### src/rtl/feature_asm_pkg.sv
// Shared widths and types for the feature assembler slice.
// Optional flush support is enabled with FEATURE_ASM_FLUSH_EN.
package feature_asm_pkg;

    localparam int BEAT_W        = 64;
    localparam int FEATURE_LENTH = 9;

    typedef logic [BEAT_W-1:0] beat_t;
    typedef beat_t [FEATURE_LENTH-1:0] anchor_t;

    // Index width that stays legal for single-entry ranges.
    function automatic int idx_w(input int n);
        return (n > 1) ? $clog2(n) : 1;
    endfunction

endpackage

### src/rtl/feature_assembler_if.sv
// Beat-in / anchor-out handshake bundle for feature_assembler.
interface feature_assembler_if
    import feature_asm_pkg::*;
#(
    parameter int DW = BEAT_W,
    parameter int FL = FEATURE_LENTH
) ();

    logic [DW-1:0]    feature_in;
    logic             in_valid;
    logic             in_ready;
    logic [FL*DW-1:0] anchor_out;
    logic             anchor_valid;
    logic             anchor_ready;

    modport master (
        output feature_in, in_valid, anchor_ready,
        input  in_ready, anchor_out, anchor_valid
    );

    modport slave (
        input  feature_in, in_valid, anchor_ready,
        output in_ready, anchor_out, anchor_valid
    );

endinterface

### src/rtl/anchor_fifo.sv
// Anchor storage: DEPTH entries of FL beats, written one slice per beat,
// committed with push and released with pop.
module anchor_fifo
    import feature_asm_pkg::*;
#(
    parameter int DW    = BEAT_W,
    parameter int FL    = FEATURE_LENTH,
    parameter int DEPTH = 2,
    localparam int SW   = idx_w(FL),
    localparam int PW   = idx_w(DEPTH),
    localparam int CW   = $clog2(DEPTH + 1)
) (
    input  logic             clk,
    input  logic             rst_n,
    input  logic             wr_en,
    input  logic [SW-1:0]    wr_slice,
    input  logic [DW-1:0]    wr_data,
    input  logic             push,
    input  logic             pop,
    output logic [FL*DW-1:0] rd_data,
    output logic             full,
    output logic             empty
);

    logic [FL-1:0][DW-1:0] mem [DEPTH];
    logic [PW-1:0]         wr_ptr, rd_ptr;
    logic [CW-1:0]         count;

    function automatic logic [PW-1:0] next_ptr(input logic [PW-1:0] p);
        return (p == PW'(DEPTH - 1)) ? '0 : p + PW'(1);
    endfunction

    // Storage is not reset; count gates visibility of stale entries.
    always_ff @(posedge clk) begin
        if (wr_en)
            mem[wr_ptr][wr_slice] <= wr_data;
    end

    always_ff @(posedge clk) begin
        if (!rst_n) begin
            wr_ptr <= '0;
            rd_ptr <= '0;
            count  <= '0;
        end else begin
            if (push) wr_ptr <= next_ptr(wr_ptr);
            if (pop)  rd_ptr <= next_ptr(rd_ptr);
            case ({push, pop})
                2'b10:   count <= count + CW'(1);
                2'b01:   count <= count - CW'(1);
                default: count <= count;
            endcase
        end
    end

    assign rd_data = mem[rd_ptr];
    assign full    = (count == CW'(DEPTH));
    assign empty   = (count == '0);

endmodule

### src/rtl/feature_assembler.sv
// Packs FEATURE_LENTH beats per anchor into a small FIFO for the MLP stage.
// Define FEATURE_ASM_FLUSH_EN to add a flush input that drops a partial anchor.
module feature_assembler
    import feature_asm_pkg::*;
#(
    parameter int DATA_BUS_WIDTH = BEAT_W,
    parameter int FEATURE_LENTH  = 9,
    parameter int ANCHOR_DEPTH   = 2,
    parameter int CNT_WIDTH      = 16,
    localparam int BIW           = idx_w(FEATURE_LENTH)
) (
    input  logic                 clk,
    input  logic                 rst_n,
`ifdef FEATURE_ASM_FLUSH_EN
    input  logic                 flush,
`endif
    feature_assembler_if.slave   bus,
    output logic [BIW-1:0]       beat_idx,
    output logic [CNT_WIDTH-1:0] anchor_cnt
);

    logic alive, full, empty, flush_i;
    logic accept, last, push, pop;

`ifdef FEATURE_ASM_FLUSH_EN
    assign flush_i = flush;
`else
    assign flush_i = 1'b0;
`endif

    // alive keeps in_ready low through reset without a path from rst_n.
    assign bus.in_ready     = alive && !full && !flush_i;
    assign bus.anchor_valid = !empty;
    assign accept           = bus.in_valid && bus.in_ready;
    assign last             = (beat_idx == BIW'(FEATURE_LENTH - 1));
    assign push             = accept && last;
    assign pop              = bus.anchor_valid && bus.anchor_ready;

    always_ff @(posedge clk) begin
        if (!rst_n) begin
            alive      <= 1'b0;
            beat_idx   <= '0;
            anchor_cnt <= '0;
        end else begin
            alive <= 1'b1;
            if (flush_i)
                beat_idx <= '0;
            else if (accept)
                beat_idx <= last ? '0 : beat_idx + BIW'(1);
            if (pop)
                anchor_cnt <= anchor_cnt + CNT_WIDTH'(1);
        end
    end

    anchor_fifo #(
        .DW    (DATA_BUS_WIDTH),
        .FL    (FEATURE_LENTH),
        .DEPTH (ANCHOR_DEPTH)
    ) u_fifo (
        .clk      (clk),
        .rst_n    (rst_n),
        .wr_en    (accept),
        .wr_slice (beat_idx),
        .wr_data  (bus.feature_in),
        .push     (push),
        .pop      (pop),
        .rd_data  (bus.anchor_out),
        .full     (full),
        .empty    (empty)
    );

endmodule
### src/flat_wrapper.sv
// flat-port wrapper written by rule: the top's interface ports become plain ports
module feature_assembler_flat import feature_asm_pkg::*;
#(
    parameter int DATA_BUS_WIDTH = BEAT_W,
    parameter int FEATURE_LENTH  = 9,
    parameter int ANCHOR_DEPTH   = 2,
    parameter int CNT_WIDTH      = 16,
    localparam int BIW           = idx_w(FEATURE_LENTH)
)
  (clk, rst_n, beat_idx, anchor_cnt, bus_feature_in, bus_in_valid, bus_anchor_ready, bus_in_ready, bus_anchor_out, bus_anchor_valid);
  feature_assembler_if bus_i ();
  input  logic clk;
  input  logic rst_n;
  output logic [BIW-1:0] beat_idx;
  output logic [CNT_WIDTH-1:0] anchor_cnt;
  input wire logic [$bits(bus_i.feature_in)-1:0] bus_feature_in;
  input wire logic [$bits(bus_i.in_valid)-1:0] bus_in_valid;
  input wire logic [$bits(bus_i.anchor_ready)-1:0] bus_anchor_ready;
  output wire logic [$bits(bus_i.in_ready)-1:0] bus_in_ready;
  output wire logic [$bits(bus_i.anchor_out)-1:0] bus_anchor_out;
  output wire logic [$bits(bus_i.anchor_valid)-1:0] bus_anchor_valid;
  assign bus_i.feature_in = bus_feature_in;
  assign bus_i.in_valid = bus_in_valid;
  assign bus_i.anchor_ready = bus_anchor_ready;
  assign bus_in_ready = bus_i.in_ready;
  assign bus_anchor_out = bus_i.anchor_out;
  assign bus_anchor_valid = bus_i.anchor_valid;
  feature_assembler #(.DATA_BUS_WIDTH(DATA_BUS_WIDTH), .FEATURE_LENTH(FEATURE_LENTH), .ANCHOR_DEPTH(ANCHOR_DEPTH), .CNT_WIDTH(CNT_WIDTH)) u_core (.clk(clk), .rst_n(rst_n), .bus(bus_i), .beat_idx(beat_idx), .anchor_cnt(anchor_cnt));
endmodule
### config.mk
export PLATFORM = sky130hd
export DESIGN_NAME = feature_assembler_flat
export DESIGN_NICKNAME = d
export VERILOG_FILES = /design/src/rtl/feature_asm_pkg.sv /design/src/rtl/feature_assembler_if.sv /design/src/rtl/anchor_fifo.sv /design/src/rtl/feature_assembler.sv /design/src/flat_wrapper.sv
export SDC_FILE = /design/constraint.sdc
export NUM_CORES = 1
export LEC_CHECK = 0
export BUFFER_PORTS_ARGS = -buffer_cell sky130_fd_sc_hd__buf_2
export CAP_MARGIN = 10
export CORE_MARGIN = 4
export CORE_UTILIZATION = 40
export DETAILED_ROUTE_END_ITERATION = 12
export REMOVE_ABC_BUFFERS = 1
export SLEW_MARGIN = 20
export SYNTH_ARGS = -nofsm -noshare
export SYNTH_HDL_FRONTEND = slang
export SYNTH_HIERARCHICAL = 1
export SYNTH_SLANG_ARGS = --single-unit
### constraint.sdc
create_clock -name clk -period 9.9 [get_ports clk]
set_clock_uncertainty 0.2 [all_clocks]
set_input_delay 0.495 -clock clk [delete_from_list [all_inputs] [get_ports clk]]
set_output_delay 0.495 -clock clk [all_outputs]
set_load 0.02 [all_outputs]
; Yosys cells after proc, flatten, opt, wreduce, memory -nomap -nowiden
; Memory sizes are Yosys's and may differ from the RTL's. A register that Yosys moved wholly into a read port is not among the register bits.
; Index checks and enable logic that the tools add are counted.
[classes]
n_addsub = 6
reduce_logical = 9
n_mux = 11
n_lt_le_gt_ge = 2
n_eq_ne = 4
[ops]
columns = operator, count
row1 = 2-to-1 mux 576 bit, 1
row2 = demux 64 bit (select 4 bit), 1
row3 = 2-to-1 mux 64 bit, 1
row4 = "adder 16 x 1 -> 16 bit, second input constant", 1
row5 = 2-to-1 mux 1 bit, 6
row6 = logical AND 1 bit, 5
row7 = "< comparator 4 x 5 -> 1 bit, second input constant", 1
row8 = "adder 4 x 1 -> 4 bit, second input constant", 1
row9 = "== test 2 bit, second input constant", 2
row10 = "== test 4 bit, second input constant", 1
row11 = ">= comparator 4 x 1 -> 1 bit, second input constant", 1
row12 = 2-to-1 mux 4 bit, 1
row13 = one-hot mux 2 bit (2 select lines), 1
row14 = "adder 1 bit, second input constant", 2
row15 = "adder 2 x 1 -> 2 bit, second input constant", 1
row16 = "== test 2 x 1 -> 1 bit, second input constant", 1
row17 = zero test 1 bit, 2
row18 = zero test 2 bit, 1
row19 = nonzero test 2 bit, 1
row20 = "subtractor 2 x 1 -> 2 bit, second input constant", 1
[totals]
mem_count = 1
ff_bits = 25
ram_bits = 1152
output_inout_bits = 598
in_bits = 68
[memory_table]
columns = memory, words, width, read_ports, rd_ports_with_merged_regs, write_ports, line
row1 = u_core.u_fifo.mem, 2, 576, 1, 1, 1, anchor_fifo.sv:25  ; logic [FL-1:0][DW-1:0] mem [DEPTH];

; Longest topological paths before layout
; Gate-level depths: netlist of the first run.
[logic_depth]
depth_word = 7
ltp_mapped = 9
depth_no_buf = 9

; Hierarchy
; Netlist of the first run, hierarchy kept.
[modules_own_cells]
columns = module, area_per_inst_um2, n_inst, seq_area_each_um2, cells_each
row1 = anchor_fifo, 42132.9, 1, 34693.3, 1842
row2 = feature_assembler, 985.9, 1, 420.4, 116

; Least setup slack after synthesis of the first run
; No wires, ideal clock.
[synth_timing]
kind = reg-to-reg
from = reg u_core.u_fifo.count[0]
to = mem u_core/u_fifo/mem[0][256] in the netlist's numbering (enable)
path_stages_with_launch = 7
setup_slack_ns = 3.658
setup_time_ns = 0.565
arrival_time_ns = 5.477
required_time_ns = 9.135
path_cell_list = dfxtp_1 -> nor2b_1 -> nand3b_1 -> inv_1 -> nor2b_1 -> nand2_1 -> nor3_1
[synth_via]
elab_chain_len = 6
[synth_rtl]
columns = element, line
row1 = start: declaration, anchor_fifo.sv:27  ; logic [CW-1:0] count;
row2 = start signal: assignment, anchor_fifo.sv:48  ; 2'b10: count <= count + CW'(1);
row3 = start signal: assignment, anchor_fifo.sv:49  ; 2'b01: count <= count - CW'(1);
row4 = start signal: assignment, anchor_fifo.sv:50  ; default: count <= count;
row5 = == test 2 bit, anchor_fifo.sv:56  ; assign full = (count == CW'(DEPTH));
row6 = via u_core.full, feature_assembler.sv:22  ; logic alive, full, empty, flush_i;
row7 = zero test 1 bit, feature_assembler.sv:32  ; assign bus.in_ready = alive && !full && !flush_i;
row8 = logical AND 1 bit, feature_assembler.sv:32
row9 = logical AND 1 bit, feature_assembler.sv:34  ; assign accept = bus.in_valid && bus.in_ready;
row10 = via u_core.accept, feature_assembler.sv:23  ; logic accept, last, push, pop;
row11 = 2-to-1 mux 1 bit, anchor_fifo.sv:35  ; if (wr_en)
row12 = 2-to-1 mux 576 bit (not written as such), anchor_fifo.sv:36  ; mem[wr_ptr][wr_slice] <= wr_data;
row13 = end: declaration, anchor_fifo.sv:25
; The timed path passes the listed nets, and every way through them passes these cells.

==> flow_metrics.tcl, run 1 <==
set metrics [dict create \
    cts_tree "built" \
    design_area_um2 52300 \
    critPathTopFamily "buffers and inverters" \
    setup_tns_ns 0 \
    synth.distinct_cells 42 \
    cts_buffer_depth 3 \
    die_h_um 336 \
    antenna_found_initial 2 \
    worstPathCellList "buf_12, buf_12, mux2_2, buf_2" \
    ant_nets 0 \
    clkSlewWorstSetupHoldPaths_ns 0.06 \
    clkSinkCount 1178 \
    ctsResizeCount 0 \
    post_dp_cell_area_um2 48000 \
    worstPathRequired_ns 9.21 \
    die_area_um2 113000 \
    num_vias 21400 \
    die_w_um 336 \
    overflow 0 \
    wirelength_um 109000 \
    min_period_ns 4.34 \
    cts_max_level 3 \
    setup_violations 0 \
    yosysWarnings 6 \
    fin_crit_sh_pct 43.8 \
    path_buf_inv 3 \
    crit_path_frequent_cell "buf_12" \
    areaGrowthSynthToFinish_pct 21.2 \
    track_usage_pct 18.8 \
    synth_cells 1958 \
    multi_input_area_um2 7390 \
    grt_pass1_wl_um 154000 \
    max_slew_margin_pct 26.8 \
    root_buffer "clkbuf_16" \
    gp_congestion 0.817 \
    tightest_slew_ns 1.10 \
    slowest_delay_ns 0.74 \
    power.total_w 0.00988 \
    post-dp-hpwl_um 64200 \
    syn_area_per_cell_um2 22.0 \
    start_util_pct 40.3 \
    leakage_nw 17.8 \
    fillers 8842 \
    outcome "finished, final reports clean" \
    hp-class "in2reg" \
    hold_slack_ns 0.0629 \
    hold_path_depth 1 \
    num_antenna_cells 0 \
    rsz0062_at_grt "false" \
    drt_first_pass_iters 5 \
    maxCapViolations 0 \
    io_pins 666 \
    arrival_ns 3.64 \
    coreArea_um2 107000 \
    drc 0 \
    fin_nets 2845 \
    startpoint_type "register" \
    rrSetupSlack_ns 6.36 \
    cp-end-kind "output port" \
    critPathMaxFanout 158 \
    placed_cells 3994 \
    critical_path_class "reg2out" \
    hold_violations 0 \
    final_cells 4277 \
    fmax_ghz 0.230 \
    synth_edf_count 1152 \
    endpoint "bus_anchor_out[111]" \
    cts_buffers 118 \
    clock_latency_ns 0.70 \
    async_reset_ff_share_pct 0 \
    rr_endpoint "u_core/u_fifo/mem[1][500]" \
    path_depth 4 \
    grt_max_degree 159 \
    core.rowCount 120 \
    yosysSeqAreaShare_pct 81.4 \
    viasPerCell 5.01 \
    p_per_area_nw_per_um2 189 \
    synth-seq-cells 1178 \
    cp_slowest_cell "buf_12" \
    drive_gt1_share_pct 49.1 \
    drt_iter0_markers 1428 \
    wl_per_cell_um 25.4 \
    synth-main-ff-cell "edfxtp_1" \
    peakVddDrop_mv 0.133 \
    regToRegStartpoint "u_core/u_fifo/count[0]" \
    final_max_slew_viol_count 0 \
    reg2regPathDepth 6 \
    port_buffers 665 \
    grt_pass1_vias 22300 \
    mappedNetlistArea_um2 43100 \
    ff_latch_area_um2 35100 \
]
[power breakdown]
group / switching (W) / internal, W
Sequential: 0.00000576 / 0.00549
Clock: 0.00181 / 0.00239
Combinational: 0.000138 / 0.0000512
[through the flow]
stage / setup slack (ns) / utilization, %
5_1_grt: 5.39 / 48.8
4_1_cts: 5.31 / 48.8
2_1_floorplan: -5.58 / -
6_report: 5.56 / 48.8
3_3_place_gp: 5.85 / 44.7
3_5_place_dp: 6.11 / 44.8
[final cells by class]
cell class                      count  share of cell area, %
Sequential cell                  1178                   67.2
Multi-Input combinational cell    706                   14.1
Timing Repair Buffer              761                   8.22
Clock buffer                      147                   5.98
Tap cell                         1403                   3.36
Clock inverter                     74                   1.07
Inverter                            8                 0.0574
[routing by layer]
metal	part of all wire, %	up-vias	routed length, um	track usage, %
li1	-	9431	-	-
met1	41	11100	44400	23.8
met2	48	729	52500	31.1
met3	7.7	167	8390	5.37
met4	3.2	0	3480	6.52
met5	0	-	0	0
[state kept, by name (all words and copies together) (netlist names), named ones only]
register / cells
u_core/beat_idx: 4
u_core/u_fifo/wr_ptr: 1
u_core/anchor_cnt: 16
u_core/u_fifo/mem: 1152
u_core/alive: 1
u_core/u_fifo/rd_ptr: 1
u_core/u_fifo/count: 2
[kinds of logic (layout without fill, tap and decap cells)]
group                      Yosys count  after routing  synth area share (%)
muxes                              579            579                  15.1
DFF                               1178           1178                  81.4
AOI/OAI and AO/OA                   17             17                 0.221
adders and majority gates            4              4                 0.116
xor gates and xnor gates            14             14                 0.284
buffers and inverters               74            990                  1.71
and+or+nand+nor                     92             92                  1.12
[cell usage in the layout, fill, tap and decap left out, types with 6 or more instances in the layout]
cell type,n
buf_6,8
a21oi_1,8
mux2_1,50
xnor2_1,8
mux2_2,526
xor2_1,6
buf_4,21
clkbuf_1,25
clkbuf_16,120
clkinv_2,19
bufinv_16,6
dlygate4sd3_1,62
buf_2,665
nor2_1,15
nand2_1,19
dfxtp_1,25
inv_1,7
edfxtp_1,1152
nor2_4,13
clkinv_1,38
[worst min path at each step]
stage	start	end	slack [ns]
3_5_place_dp	u_core/anchor_cnt[15]	u_core/anchor_cnt[15]	0.29
3_3_place_gp	u_core/anchor_cnt[15]	u_core/anchor_cnt[15]	0.27
4_1_cts	bus_feature_in[57]	u_core/u_fifo/mem[0][441]	0.006
5_1_grt	bus_feature_in[57]	u_core/u_fifo/mem[1][441]	0.03
6_report	bus_feature_in[57]	u_core/u_fifo/mem[0][441]	0.06
2_1_floorplan	u_core/u_fifo/count[1]	u_core/u_fifo/count[1]	0.27
[timing repair]
item,CTS,global route
setup buffers,0,0
hold buffers,62,0
hold endpoints to repair,1078,0
[cells in the mapped netlist, drive strengths merged (3+ instances only)]
cell,count,area [um^2]
nand3,5,25.0
xor2,6,52.6
mux2i,3,30.0
mux2,576,6490
and2,5,31.3
inv,7,26.3
nand2,19,71.3
nor2b,5,31.3
nor3,9,45.0
xnor2,8,70.1
dfxtp,26,521
nor2,28,105
buf,64,698
ha,4,50.1
o21ai,5,25.0
or3,4,32.5
a21oi,8,40.0
edfxtp,1152,34600
Note: power is estimated with default switching activity, not from simulation.
==> run 2: changes to the inputs <==
==> constraint.sdc (replaced) <==
create_clock -name clk -period 4.03 [get_ports clk]
set_clock_uncertainty 0.2 [all_clocks]
set_input_delay 0.2015 -clock clk [delete_from_list [all_inputs] [get_ports clk]]
set_output_delay 0.2015 -clock clk [all_outputs]
set_load 0.02 [all_outputs]
==> run 2 against run 1 <==
Design area grew 0.49%. Cell count grew 0.51%. Wire length grew 0.41%. Via count grew 0.87%. Non-clock buffer count grew 23. Combinational power grew to 2.6 times the previous value. Die area is the same. Hold slack gained 0.048 ns. Sequential share of layout area shrank 0.33 points. Count of clock-buffer cells in the layout grew 1. Critical path depth is the same. Clock power grew 150%. Largest power group unchanged.
==> flow_metrics.tcl, run 2 (synthesized netlist as in run 1, its figures left out) <==
set metrics [dict create \
    layout_common_cells "1152 x edfxtp_1, 665 x buf_2, 526 x mux2_2" \
    fmax_ghz 0.313 \
    viasPerCell 5.02 \
    rr_endpoint "u_core/u_fifo/mem[0][275]" \
    cts_buffers 117 \
    hold_path_startpoint "rst_n" \
    cts_setup_buffers 0 \
    worstPathRequired_ns 3.63 \
    die_area_um2 113000 \
    cp-end-kind "output port" \
    critical_path_class "reg2out" \
    root_buffer "clkbuf_16" \
    ff_latch_area_um2 35100 \
    hold_path_depth 2 \
    largest_register_ffs 1152 \
    grt_max_degree 75 \
    postCtsHoldBufs 67 \
    clock_latency_ns 0.69 \
    wirelength_um 109000 \
    leakage_nw 18.0 \
    final_cells 4299 \
    clkSinkCount 1178 \
    hold_violations 0 \
    cts_tree "built" \
    post-dp-hpwl_um 68600 \
    port_buffers 665 \
    start_util_pct 40.3 \
    path_buf_inv 3 \
    grt_pass1_vias 22300 \
    die_h_um 336 \
    areaGrowthSynthToFinish_pct 21.8 \
    worstPathCellList "buf_12, buf_4, mux2_2, buf_2" \
    mostFrequentLayoutCell "edfxtp_1" \
    critPathMaxFanout 34 \
    regToRegStartpoint "u_core/u_fifo/count[0]" \
    hp-class "in2reg" \
    critPathTopFamily "buffers and inverters" \
    placed_cells 4012 \
    final_max_slew_viol_count 0 \
    fillers 8785 \
    io_pins 666 \
    outcome "finished, final reports clean" \
    ant_nets 0 \
    rrSetupSlack_ns 1.02 \
    cp_slowest_cell "dfxtp_4" \
    grt_pass1_wl_um 156000 \
    tightest_slew_ns 0.983 \
    reg2regPathDepth 7 \
    multi_input_area_um2 7390 \
    cts_max_level 3 \
    max_slew_margin_pct 34.4 \
    min_period_ns 3.20 \
    p_per_area_nw_per_um2 463 \
    slowest_delay_ns 0.70 \
    reg.largest.list "u_core/u_fifo/mem x1152, u_core/anchor_cnt x16, u_core/beat_idx x4" \
    drt_first_pass_iters 5 \
    drive_gt1_share_pct 49.7 \
    fin_util_pct 49.1 \
    hold_slack_ns 0.111 \
    ctsResizeCount 0 \
    setup_violations 0 \
    startpoint_type "register" \
    overflow 0 \
    die_w_um 336 \
    arrival_ns 2.79 \
    cts_buffer_depth 3 \
    coreArea_um2 107000 \
    peakVddDrop_mv 0.423 \
    core.rowCount 120 \
    wl_per_cell_um 25.4 \
    clkSlewWorstSetupHoldPaths_ns 0.06 \
    gp_congestion 0.809 \
    track_usage_pct 18.9 \
    drc 0 \
    num_vias 21600 \
    fin_crit_sh_pct 79.3 \
    min_to "u_core/alive" \
    rsz0062_at_grt "false" \
    antenna_found_initial 2 \
    maxCapViolations 0 \
    fin_nets 2867 \
    largest_register "u_core/u_fifo/mem" \
    drt_iter0_markers 1419 \
]
==> run 2: changes by cell type in the layout (fill, tap and decap cells not counted), sizes merged <==
cell / delta
buf: +18
clkbuf: +1
clkinv: -3
clkinvlp: -1
diode: +2
dlygate4sd3: +5
==> run 2: metal layers <==
metal  wire length, um  GRT usage [%]  vias up  part of all wire [%]
li1                  -              -     9455                     -
met1             44700           24.5    11300                    41
met2             54700           32.4      738                    50
met3              7230           4.28      151                   6.6
met4              2640           4.79        0                   2.4
met5                 0              0        -                     0
==> run 2: worst register-to-register path, stage by stage (launching register included) <==
cell,delay [ns]
dfxtp_1,0.40
nor2b_1,0.09
nand3b_1,0.29
inv_1,0.26
nor2b_1,0.22
nand2_1,0.24
nor3_2,0.22
buf_4,0.63
==> run 2: worst max-delay path by stage <==
stage / start / to / slack (ns) / cells past startpoint
5_1_grt: register / bus_anchor_out[191] / 0.66 / 4
4_1_cts: register / bus_anchor_out[191] / 0.68 / 4
6_report: register / bus_anchor_out[191] / 0.83 / 4
3_3_place_gp: u_core/u_fifo/count[0] / u_core/u_fifo/mem[0][278] / 1.02 / 7
2_1_floorplan: register / bus_anchor_out[100] / -11.16 / 1
3_5_place_dp: u_core/u_fifo/count[0] / u_core/u_fifo/mem[1][152] / 1.08 / 6
==> run 2: area by class of cell <==
class | instances | area share, %
antenna | 2 | 0.00953
clock buffer | 148 | 5.93
clock inverter | 70 | 1.10
inverter | 8 | 0.0572
multi-input combinational | 706 | 14.1
sequential | 1178 | 66.8
tap | 1403 | 3.34
timing repair buffer | 784 | 8.64
==> run 2: through the flow <==
step	TNS (ns)	total power [W]	instance area [um^2]	worst slack, ns
global route	0	0.0251	52500	0.658
global placement	0	0.0142	48200	1.02
detailed placement	0	0.0142	48200	1.08
finish	0	0.0243	52500	0.835
floorplan	-7306.86	0.0139	42400	-11.16
CTS	0	0.0246	52500	0.683
==> run 2: where the power goes <==
group          internal [W]  total (W)  switching, W
Clock               0.00586     0.0103       0.00448
Sequential           0.0135     0.0135     0.0000134
Combinational      0.000131   0.000485      0.000354
Total                0.0195     0.0243       0.00484
